### src/rtl/int_request_ctrl.sv
// Source side of the external-input / doorbell interrupt handshake: synchronised
// irq lines with per-source edge/level pending, a single claim slot, and a doorbell FIFO.
module int_request_ctrl #(
  parameter int NUM_SRC  = 16,
  parameter int DB_DEPTH = 4,
  parameter int DB_WIDTH = 14
) (
  input  logic               clk,
  input  logic               reset_n,
  input  logic [NUM_SRC-1:0] irq,
  output logic               base_ext_input,
  input  logic               base_ext_input_ack,
  output logic               base_doorbell,
  input  logic               base_doorbell_ack,
  input  logic               reg_we,
  input  logic [2:0]         reg_addr,
  input  logic [31:0]        reg_wdata,
  output logic [31:0]        reg_rdata
);

  localparam int AW = $clog2(DB_DEPTH);
  localparam int PW = AW + 1;

  typedef enum logic [2:0] {
    REG_ENABLE  = 3'd0,
    REG_EDGE    = 3'd1,
    REG_PENDING = 3'd2,
    REG_CLAIM   = 3'd3,
    REG_EOI     = 3'd4,
    REG_DB_POST = 3'd5,
    REG_DB_READ = 3'd6,
    REG_STATUS  = 3'd7
  } reg_sel_e;

  reg_sel_e addr;
  assign addr = reg_sel_e'(reg_addr);

  logic [NUM_SRC-1:0] sync1, s, s_q;
  logic [NUM_SRC-1:0] enable, edge_mode, edge_new, pend_r, pending;
  logic [NUM_SRC-1:0] set_vec, clr_vec, pend_next;
  logic [4:0]         sel, sel_q, claim_id;
  logic               any_sel, req_q, in_service, claim_valid;
  logic               take, eoi;
  logic               wr_enable, wr_edge, wr_pending, wr_eoi, wr_post, wr_dbread;

  logic [DB_WIDTH-1:0] mem [DB_DEPTH];
  logic [PW-1:0]       wptr, rptr, count;
  logic [DB_WIDTH-1:0] db_msg;
  logic                db_ovf, empty, full, pop, push_ok, ovf_set;
  logic [31:0]         count32;

  assign wr_enable  = reg_we && (addr == REG_ENABLE);
  assign wr_edge    = reg_we && (addr == REG_EDGE);
  assign wr_pending = reg_we && (addr == REG_PENDING);
  assign wr_eoi     = reg_we && (addr == REG_EOI);
  assign wr_post    = reg_we && (addr == REG_DB_POST);
  assign wr_dbread  = reg_we && (addr == REG_DB_READ);

  assign edge_new = wr_edge ? reg_wdata[NUM_SRC-1:0] : edge_mode;
  assign pending  = (edge_mode & pend_r) | (~edge_mode & s);
  assign set_vec  = s & ~s_q;

  // Only an ack following a cycle that actually presented a request is a take.
  assign take = base_ext_input_ack && !in_service && req_q;
  assign eoi  = wr_eoi && in_service;

  always_comb begin
    clr_vec = wr_pending ? reg_wdata[NUM_SRC-1:0] : '0;
    for (int unsigned i = 0; i < NUM_SRC; i++)
      if (take && (sel_q == 5'(i))) clr_vec[i] = 1'b1;
  end

  // Pending survives only while the source stays in edge mode; a mode change wipes it.
  assign pend_next = edge_mode & edge_new & (set_vec | (pend_r & ~clr_vec));

  always_comb begin
    sel     = '0;
    any_sel = 1'b0;
    for (int unsigned i = 0; i < NUM_SRC; i++)
      if (!any_sel && pending[i] && enable[i]) begin
        sel     = 5'(i);
        any_sel = 1'b1;
      end
  end

  assign base_ext_input = any_sel && !in_service;

  assign count   = wptr - rptr;
  assign empty   = (count == '0);
  assign full    = (count == PW'(DB_DEPTH));
  assign pop     = base_doorbell_ack && !empty;
  assign push_ok = wr_post && (!full || pop);
  assign ovf_set = wr_post && full && !pop;
  assign base_doorbell = !empty;
  assign count32 = 32'(count);

  always_ff @(posedge clk or negedge reset_n) begin
    if (!reset_n) begin
      sync1       <= '0;
      s           <= '0;
      s_q         <= '0;
      enable      <= '0;
      edge_mode   <= '0;
      pend_r      <= '0;
      sel_q       <= '0;
      req_q       <= 1'b0;
      in_service  <= 1'b0;
      claim_valid <= 1'b0;
      claim_id    <= '0;
      wptr        <= '0;
      rptr        <= '0;
      db_msg      <= '0;
      db_ovf      <= 1'b0;
    end else begin
      sync1     <= irq;
      s         <= sync1;
      s_q       <= s;
      sel_q     <= sel;
      req_q     <= base_ext_input;
      pend_r    <= pend_next;
      edge_mode <= edge_new;
      if (wr_enable) enable <= reg_wdata[NUM_SRC-1:0];
      if (take) begin
        claim_id    <= sel_q;
        claim_valid <= 1'b1;
        in_service  <= 1'b1;
      end else if (eoi) begin
        claim_id    <= '0;
        claim_valid <= 1'b0;
        in_service  <= 1'b0;
      end
      if (pop) begin
        db_msg <= mem[rptr[AW-1:0]];
        rptr   <= rptr + PW'(1);
      end
      if (push_ok) wptr <= wptr + PW'(1);
      if (ovf_set) db_ovf <= 1'b1;
      else if (wr_dbread && reg_wdata[31]) db_ovf <= 1'b0;
    end
  end

  always_ff @(posedge clk) begin
    if (push_ok) mem[wptr[AW-1:0]] <= reg_wdata[DB_WIDTH-1:0];
  end

  always_comb begin
    reg_rdata = '0;
    case (addr)
      REG_ENABLE:  reg_rdata[NUM_SRC-1:0] = enable;
      REG_EDGE:    reg_rdata[NUM_SRC-1:0] = edge_mode;
      REG_PENDING: reg_rdata[NUM_SRC-1:0] = pending;
      REG_CLAIM: begin
        reg_rdata[31]  = claim_valid;
        reg_rdata[4:0] = claim_id;
      end
      REG_DB_READ: begin
        reg_rdata[31]           = db_ovf;
        reg_rdata[DB_WIDTH-1:0] = db_msg;
      end
      REG_STATUS: begin
        reg_rdata[15:8] = count32[7:0];
        reg_rdata[1]    = in_service;
        reg_rdata[0]    = base_doorbell;
      end
      default: reg_rdata = '0;
    endcase
  end

  logic unused_ok;
  assign unused_ok = ^{reg_wdata, count32[31:8]};

endmodule

### config.mk
export PLATFORM = sky130hd
export DESIGN_NAME = int_request_ctrl
export DESIGN_NICKNAME = d
export VERILOG_FILES = /design/src/rtl/int_request_ctrl.sv
export SDC_FILE = /design/constraint.sdc
export NUM_CORES = 1
export LEC_CHECK = 0
export ABC_CLOCK_PERIOD_IN_PS = 5100
export CAP_MARGIN = 10
export CORE_MARGIN = 1.5
export CORE_UTILIZATION = 50
export CTS_CLUSTER_SIZE = 30
export DETAILED_ROUTE_END_ITERATION = 10
export PLACE_DENSITY = 0.72
export SYNTH_ARGS = -nofsm -noshare
export SYNTH_HDL_FRONTEND = slang
export SYNTH_SLANG_ARGS = --single-unit
### constraint.sdc
create_clock -name clk -period 5.1 [get_ports clk]
set_clock_uncertainty 0.2 [all_clocks]
set_input_delay 0.51 -clock clk [delete_from_list [all_inputs] [get_ports clk]]
set_output_delay 0.51 -clock clk [all_outputs]
set_load 0.1 [all_outputs]
Word level (Yosys, flattened, before mapping) --
Memories as Yosys holds them, arrays and structs flattened. A register that Yosys moved wholly into a read port is not among the register bits. Cells that the tools add are included.
Operators by class: add/sub/neg operators 3, eq/ne operators 23, mux-type cells 63, bitwise operators 11, reductions and logical operators 88
Operators with widths (number):
- $and A16 B16 Y16 | 6
- $mux W5 | 16
- $logic_and A1 B1 Y1 | 62
- $not A16 Y16 | 3
- $eq A5 B4 Y1 const B | 8
- $mux W1 | 39
- $mux W16 | 2
- $or A16 B16 Y16 | 2
- $pmux W6 S5 | 1
- $eq A5 B3 Y1 const B | 4
- $logic_not A1 Y1 | 20
- $eq A3 B3 Y1 const B | 5
- $pmux W3 S5 | 1
- $pmux W2 S6 | 1
- $pmux W3 S4 | 1
- $eq A5 B2 Y1 const B | 2
- $add A3 B1 Y3 const B | 2
- $eq A3 B2 Y1 const B | 2
- $logic_not A3 Y1 | 2
- $pmux W2 S3 | 1
- $eq A5 B1 Y1 const B | 1
- $logic_not A5 Y1 | 1
- $reduce_bool A2 Y1 | 2
- $eq A3 B1 Y1 const B | 1
- 3 further kinds | 3
Storage, ports and cells: register bits after elaboration 115, RAM bits 56, input port bits 56, output and inout port bits 34, logic and storage cells 202, memories kept 1
Memory list:
- mem | words 4, bits a word 14, read ports 1, clocked after Yosys merged registers in 1, wr ports 1, RTL line 46 | logic [DB_WIDTH-1:0] mem [DB_DEPTH];

Depth between registers and ports, before layout --
word-level depth 66, depth in mapped cells 9, depth with buffers taken out 9

Worst setup path after synthesis --
OpenSTA, ideal clock, no wires.
path kind reg2out, start point reg rptr[1], end point out reg_rdata[0], arrival time 3.776 ns, required time 4.390 ns, setup slack 0.614 ns, cell stages (with the launch flop) 9, buffers on the path 2, cell sequence dfrtp_1 > clkbuf_1 > clkbuf_1 > inv_1 > fa_1 > xor3_1 > nand3_2 > mux2i_1 > o22ai_1
On the way: cells in the longest elaborated chain, start to end 4
Ends and longest elaborated chain:
- start: declaration | RTL line 47 | logic [PW-1:0] wptr, rptr, count;
- start signal: assignment | RTL line 134 | rptr <= rptr + PW'(1);
- $sub A3 B3 Y3 | RTL line 88 | assign count = wptr - rptr;
- $logic_not A3 Y1 | RTL line 89 | assign empty = (count == '0);
- $logic_not A1 Y1 | RTL line 94 | assign base_doorbell = !empty;
- via base_doorbell | RTL line 13 | output logic base_doorbell,
- $pmux W2 S6 | RTL line 148 | case (addr)
- end: declaration | RTL line 18 | output logic [31:0] reg_rdata
The timed path passes the listed nets, and every way through them passes these cells.

Worst setup path after layout --
start point reg edge_mode[3], end point out base_ext_input
On the way: cells in the longest elaborated chain, start to end 55, elaborated cells between the ends (all ways) 56, those cells by class 13 x mux; 4 x bitwise; 39 x reduce/logical
Ends and longest elaborated chain:
- start: declaration | RTL line 39 | logic [NUM_SRC-1:0] enable, edge_mode, edge_new, pend_r, pending;
- start signal: assignment | RTL line 121 | edge_mode <= edge_new;
- $not A16 Y16 | RTL line 60 | assign pending = (edge_mode & pend_r) | (~edge_mode & s);
- $and A16 B16 Y16 | RTL line 60
- $or A16 B16 Y16 (*) | RTL line 60
- $logic_and A1 B1 Y1 (*) (2 in series) | RTL line 80 | if (!any_sel && pending[i] && enable[i]) begin
- $mux W1 (*) | RTL line 80
- $logic_not A1 Y1 | RTL line 80
- $logic_and A1 B1 Y1 (2 in series) | RTL line 80
- $mux W1 (*) | RTL line 80
- [35 not listed]
- $mux W1 (*) | RTL line 80
- $logic_not A1 Y1 | RTL line 80
- $logic_and A1 B1 Y1 (2 in series) | RTL line 80
- $mux W1 (*) | RTL line 80
- $logic_not A1 Y1 | RTL line 80
- $logic_and A1 B1 Y1 (2 in series) | RTL line 80
- $mux W1 (*) | RTL line 80
- $logic_and A1 B1 Y1 (*) | RTL line 86 | assign base_ext_input = any_sel && !in_service;
- end: declaration | RTL line 11 | output logic base_ext_input,
Every way passes the cells marked *; elsewhere a longest branch is shown, timed or not.

==> impl_results.md <==
- Critical R2R Capture: mem[3][4]
- DR pass1 iterations: 5
- Critical path class: reg2out
- P_leak: 3.70 nW
- P&R area growth vs syn: 16.9%
- RD Place Congestion: between 1 and 1.5
- Fmax: 0.254 GHz
- Combinational power share: between 20% and 30%
- Vias in the first global route: slightly above 5000
- Die X: approximately 130 um
- CP Capture Type: output port
- Total GRT Usage: 23.5%
- Final Hold Viols: 0
- Sw Share: 34.3%
- Wire length per cell: about 21 um
- Die Ht: 129 um
- Psw: 1.62 mW
- Clock buffer depth: 2
- Ant diodes: 0
- Largest net degree at the start of global routing: 79
- Synth Area in Simple Gates: 8.53%
- Cts bufs inserted: 17
- Worst VDD drop: 0.303 mV
- IO buf count: ~60
- Via count: around 5100
- Cell taking the most area after synthesis: dfrtp_1
- Reg2reg path depth: 6
- Worst setup SP type: flip-flop
- PnR worst setup slack: approximately 1200 ps
- Largest family of logic cells by synthesized area: multiplexers
- Status: finished clean
- Routed Antenna Nets: 0
- Final setup TNS: 0 ps
- Final period util: between 70% and 80%
- Initial DRC Count: 558
- # rows: 45
- Final Net Count: 709
- Synth Area in Adders: 1.36%
- Synthesized area per cell: approximately 14 sq um
- MaxCap Viol Count: 0
- H-tree depth: 4
- Clock Latency Late Sink: about 430 ps
- Final instance area: slightly above 9000 sq um
- Root buf cell: clkbuf_16
- Synth Register Bits: around 180
- Post-layout minimum cycle time: around 3900 ps
- Critical Path Sink: base_ext_input
- Power Density: roughly 510 nW/um^2
- Worst-path clk slew: around 60 ps
- Unrepaired setup endpoints after global routing: false
- Clock power frac: about 28%
- Post-Syn Area: a little under 8000 sq um
- Top-area cell type share of the netlist area: slightly above 40%
- # Post-CTS Setup Buffers: 0
- First-pass GRT wire length: 28.4 mm
- Die Area: roughly 17000 sq um
- Pint: 3.11 mW
- Synth top area cells: dfrtp_1 (40%), edfxtp_1 (21%), mux2_2 (8.3%), mux4_2 (4.3%), o21ai_0 (2.0%)
- Starting density of the core: between 50 and 60%
- Total Routed Length: around 18 mm
- Post-synthesis mux area share: about 14%
- Crit path DAT: 3230 ps
- Final setup viols: 0
- Worst Setup SP: edge_mode[3]
- Hold Slack: about 150 ps
- Post-synth ARST share: a little under 70%
- Post-synth EDFFs: 56
- Antenna violations before repair: 0
- CP Max Fanout: 4
- HPWL Detailed: around 12 mm
- # DRC: 0
- XOR/XNOR share of the synthesized area: less than 1%
- HP Class: reg2reg
- CP Data Required Time: around 4400 ps
- Slew @ Worst Pin: between 1000 and 1500 ps
- Cells after Synth: 580
- GRT overflow: 0
- Worst slew margin: around 32%
- Post-place setup slack: ~1300 ps
- Fraction of power consumed by sequential logic: between 40% and 50%
- Sequential share of the synthesized area: between 60% and 70%
- Clock sink total: 183
- Ys Warns: 0
- Post-synth top flop: dfrtp_1
- Core area: between 15000 and 20000 sq um
- Unique cell type count in the Yosys netlist: between 50 and 60
- Max-slew violation count: 0
- Vias/cell: between 5 and 6
- R2R Setup Slk: between 1500 and 2000 ps
- Final Util: approximately 60%
- IO Count: 90
- Fraction of layout cells with a size suffix above 1: a little over a fifth
- Compound-cell area share of the yosys netlist: roughly a tenth
- TritonCTS clock tree: built
- Placed Area: around 8600 sq um
- R2r startpoint: rptr[1]
[cell usage in the layout, fill, tap and decap left out, drive strengths merged, types with 2 or more instances in the layout]
master         instances
nor3                   3
clkbuf                20
a22oi                  5
a21oi                 29
dfrtp                127
ha                     7
o211ai                12
nor2                  16
conb                  15
inv                    9
o311ai                 4
a2bb2oi                2
edfxtp                56
nand3b                 5
a32oi                  2
mux4                  15
mux2                  59
nand2                 43
buf                   29
nand2b                26
nor2b                 10
nand3                 11
clkinv                 6
a21o                   6
a22o                   9
nand4                  2
a31oi                  2
mux2i                 10
a221o                  6
and2                   9
o21ai                 32
xnor2                  3
o22ai                  4
bufinv                 3
clkdlybuf4s50         40
[worst max-delay path: stages, from the launching register on]
cell and delay [ps]:
dfrtp_1 410, mux2_2 390, a22oi_1 420, nand4_1 260, nor2_1 140, a31oi_1 160, clkdlybuf4s50_1 1010
[metal layers]
| layer | track usage [%] | up-vias | share of wire, % |
|---|---|---|---|
| met4 | 10.2 | 0 | 3.0 |
| met2 | 38.7 | 195 | 50 |
| li1 | - | 2237 | - |
| met1 | 30.6 | 2593 | 41 |
| met5 | 0 | - | 0 |
| met3 | 4.86 | 41 | 6.1 |
[synth_stat cells (2+ instances only)]
library cell	n
mux2_2	58
nor2b_1	10
nor3_1	3
buf_2	8
nand3b_1	5
a31oi_1	2
and2_1	9
buf_1	2
o311ai_0	4
xnor2_1	3
a22oi_1	5
a221o_1	5
a32oi_1	2
mux4_2	15
nor2_1	16
a21oi_1	29
a2bb2oi_1	2
a22o_1	7
o22ai_1	4
edfxtp_1	56
buf_4	18
ha_1	7
nand4_1	2
dfrtp_1	127
nand2b_1	25
nand2_1	42
mux2i_1	10
o21ai_0	32
clkbuf_1	10
a21o_1	6
inv_1	8
nand3_1	10
o211ai_1	12
[state kept, by name (all words and copies together), names as in the netlist, 3 cells and up]
register / count
enable: 16
edge_mode: 16
db_msg: 14
pend_r: 16
mem: 56
sync1: 16
s_q: 16
s: 16
wptr: 3
rptr: 3
claim_id: 4
sel_q: 4
[logic make-up after synthesis]
family | count (synthesis)
AOI/OAI and AO/OA | 124
other | 1
xor gates and xnor gates | 5
and+or+nand+nor | 129
buffers and inverters | 46
DFF | 183
adders and majority gates | 8
muxes | 84
[how the worst min path moves through the flow]
stage,from,cells past startpoint,endpoint
after CTS,sync1[6],0,s[6]
after floorplan,reset_n,0,claim_id[0]
after global placement,sync1[4],0,s[4]
after global routing,sync1[8],0,s[8]
after detailed placement,sync1[6],0,s[6]
final,sync1[6],0,s[6]
[power groups by stage]
stage,clock network (mW),logic (mW),registers (mW)
after CTS,1.36,1.40,1.98
after global routing,1.42,1.50,2.02
after global placement,0,1.36,1.99
final,1.34,1.40,1.98
after floorplan,0,1.12,1.90
after detailed placement,0,1.39,2.00
[what timing repair did]
item                                   in CTS  in global routing
hold buffers                                1                  0
endpoints found under the hold margin      77                  0
resized for setup                           0                  0
[through the flow]
stage	power (mW)	instances
after floorplan	3.01	594
after CTS	4.74	868
after global routing	4.93	868
after global placement	3.35	836
after detailed placement	3.39	836
final	4.73	868
[area by class of cell]
type                       count  area [sq um]
clock buffer                  20           458
clock inverter                11           149
fill                        1194          6090
inverter                       8          30.0
multi-input combinational    365          2830
sequential                   183          4860
tap                          211           264
timing repair buffer          70           632
Note: power is estimated with default switching activity, not from simulation.
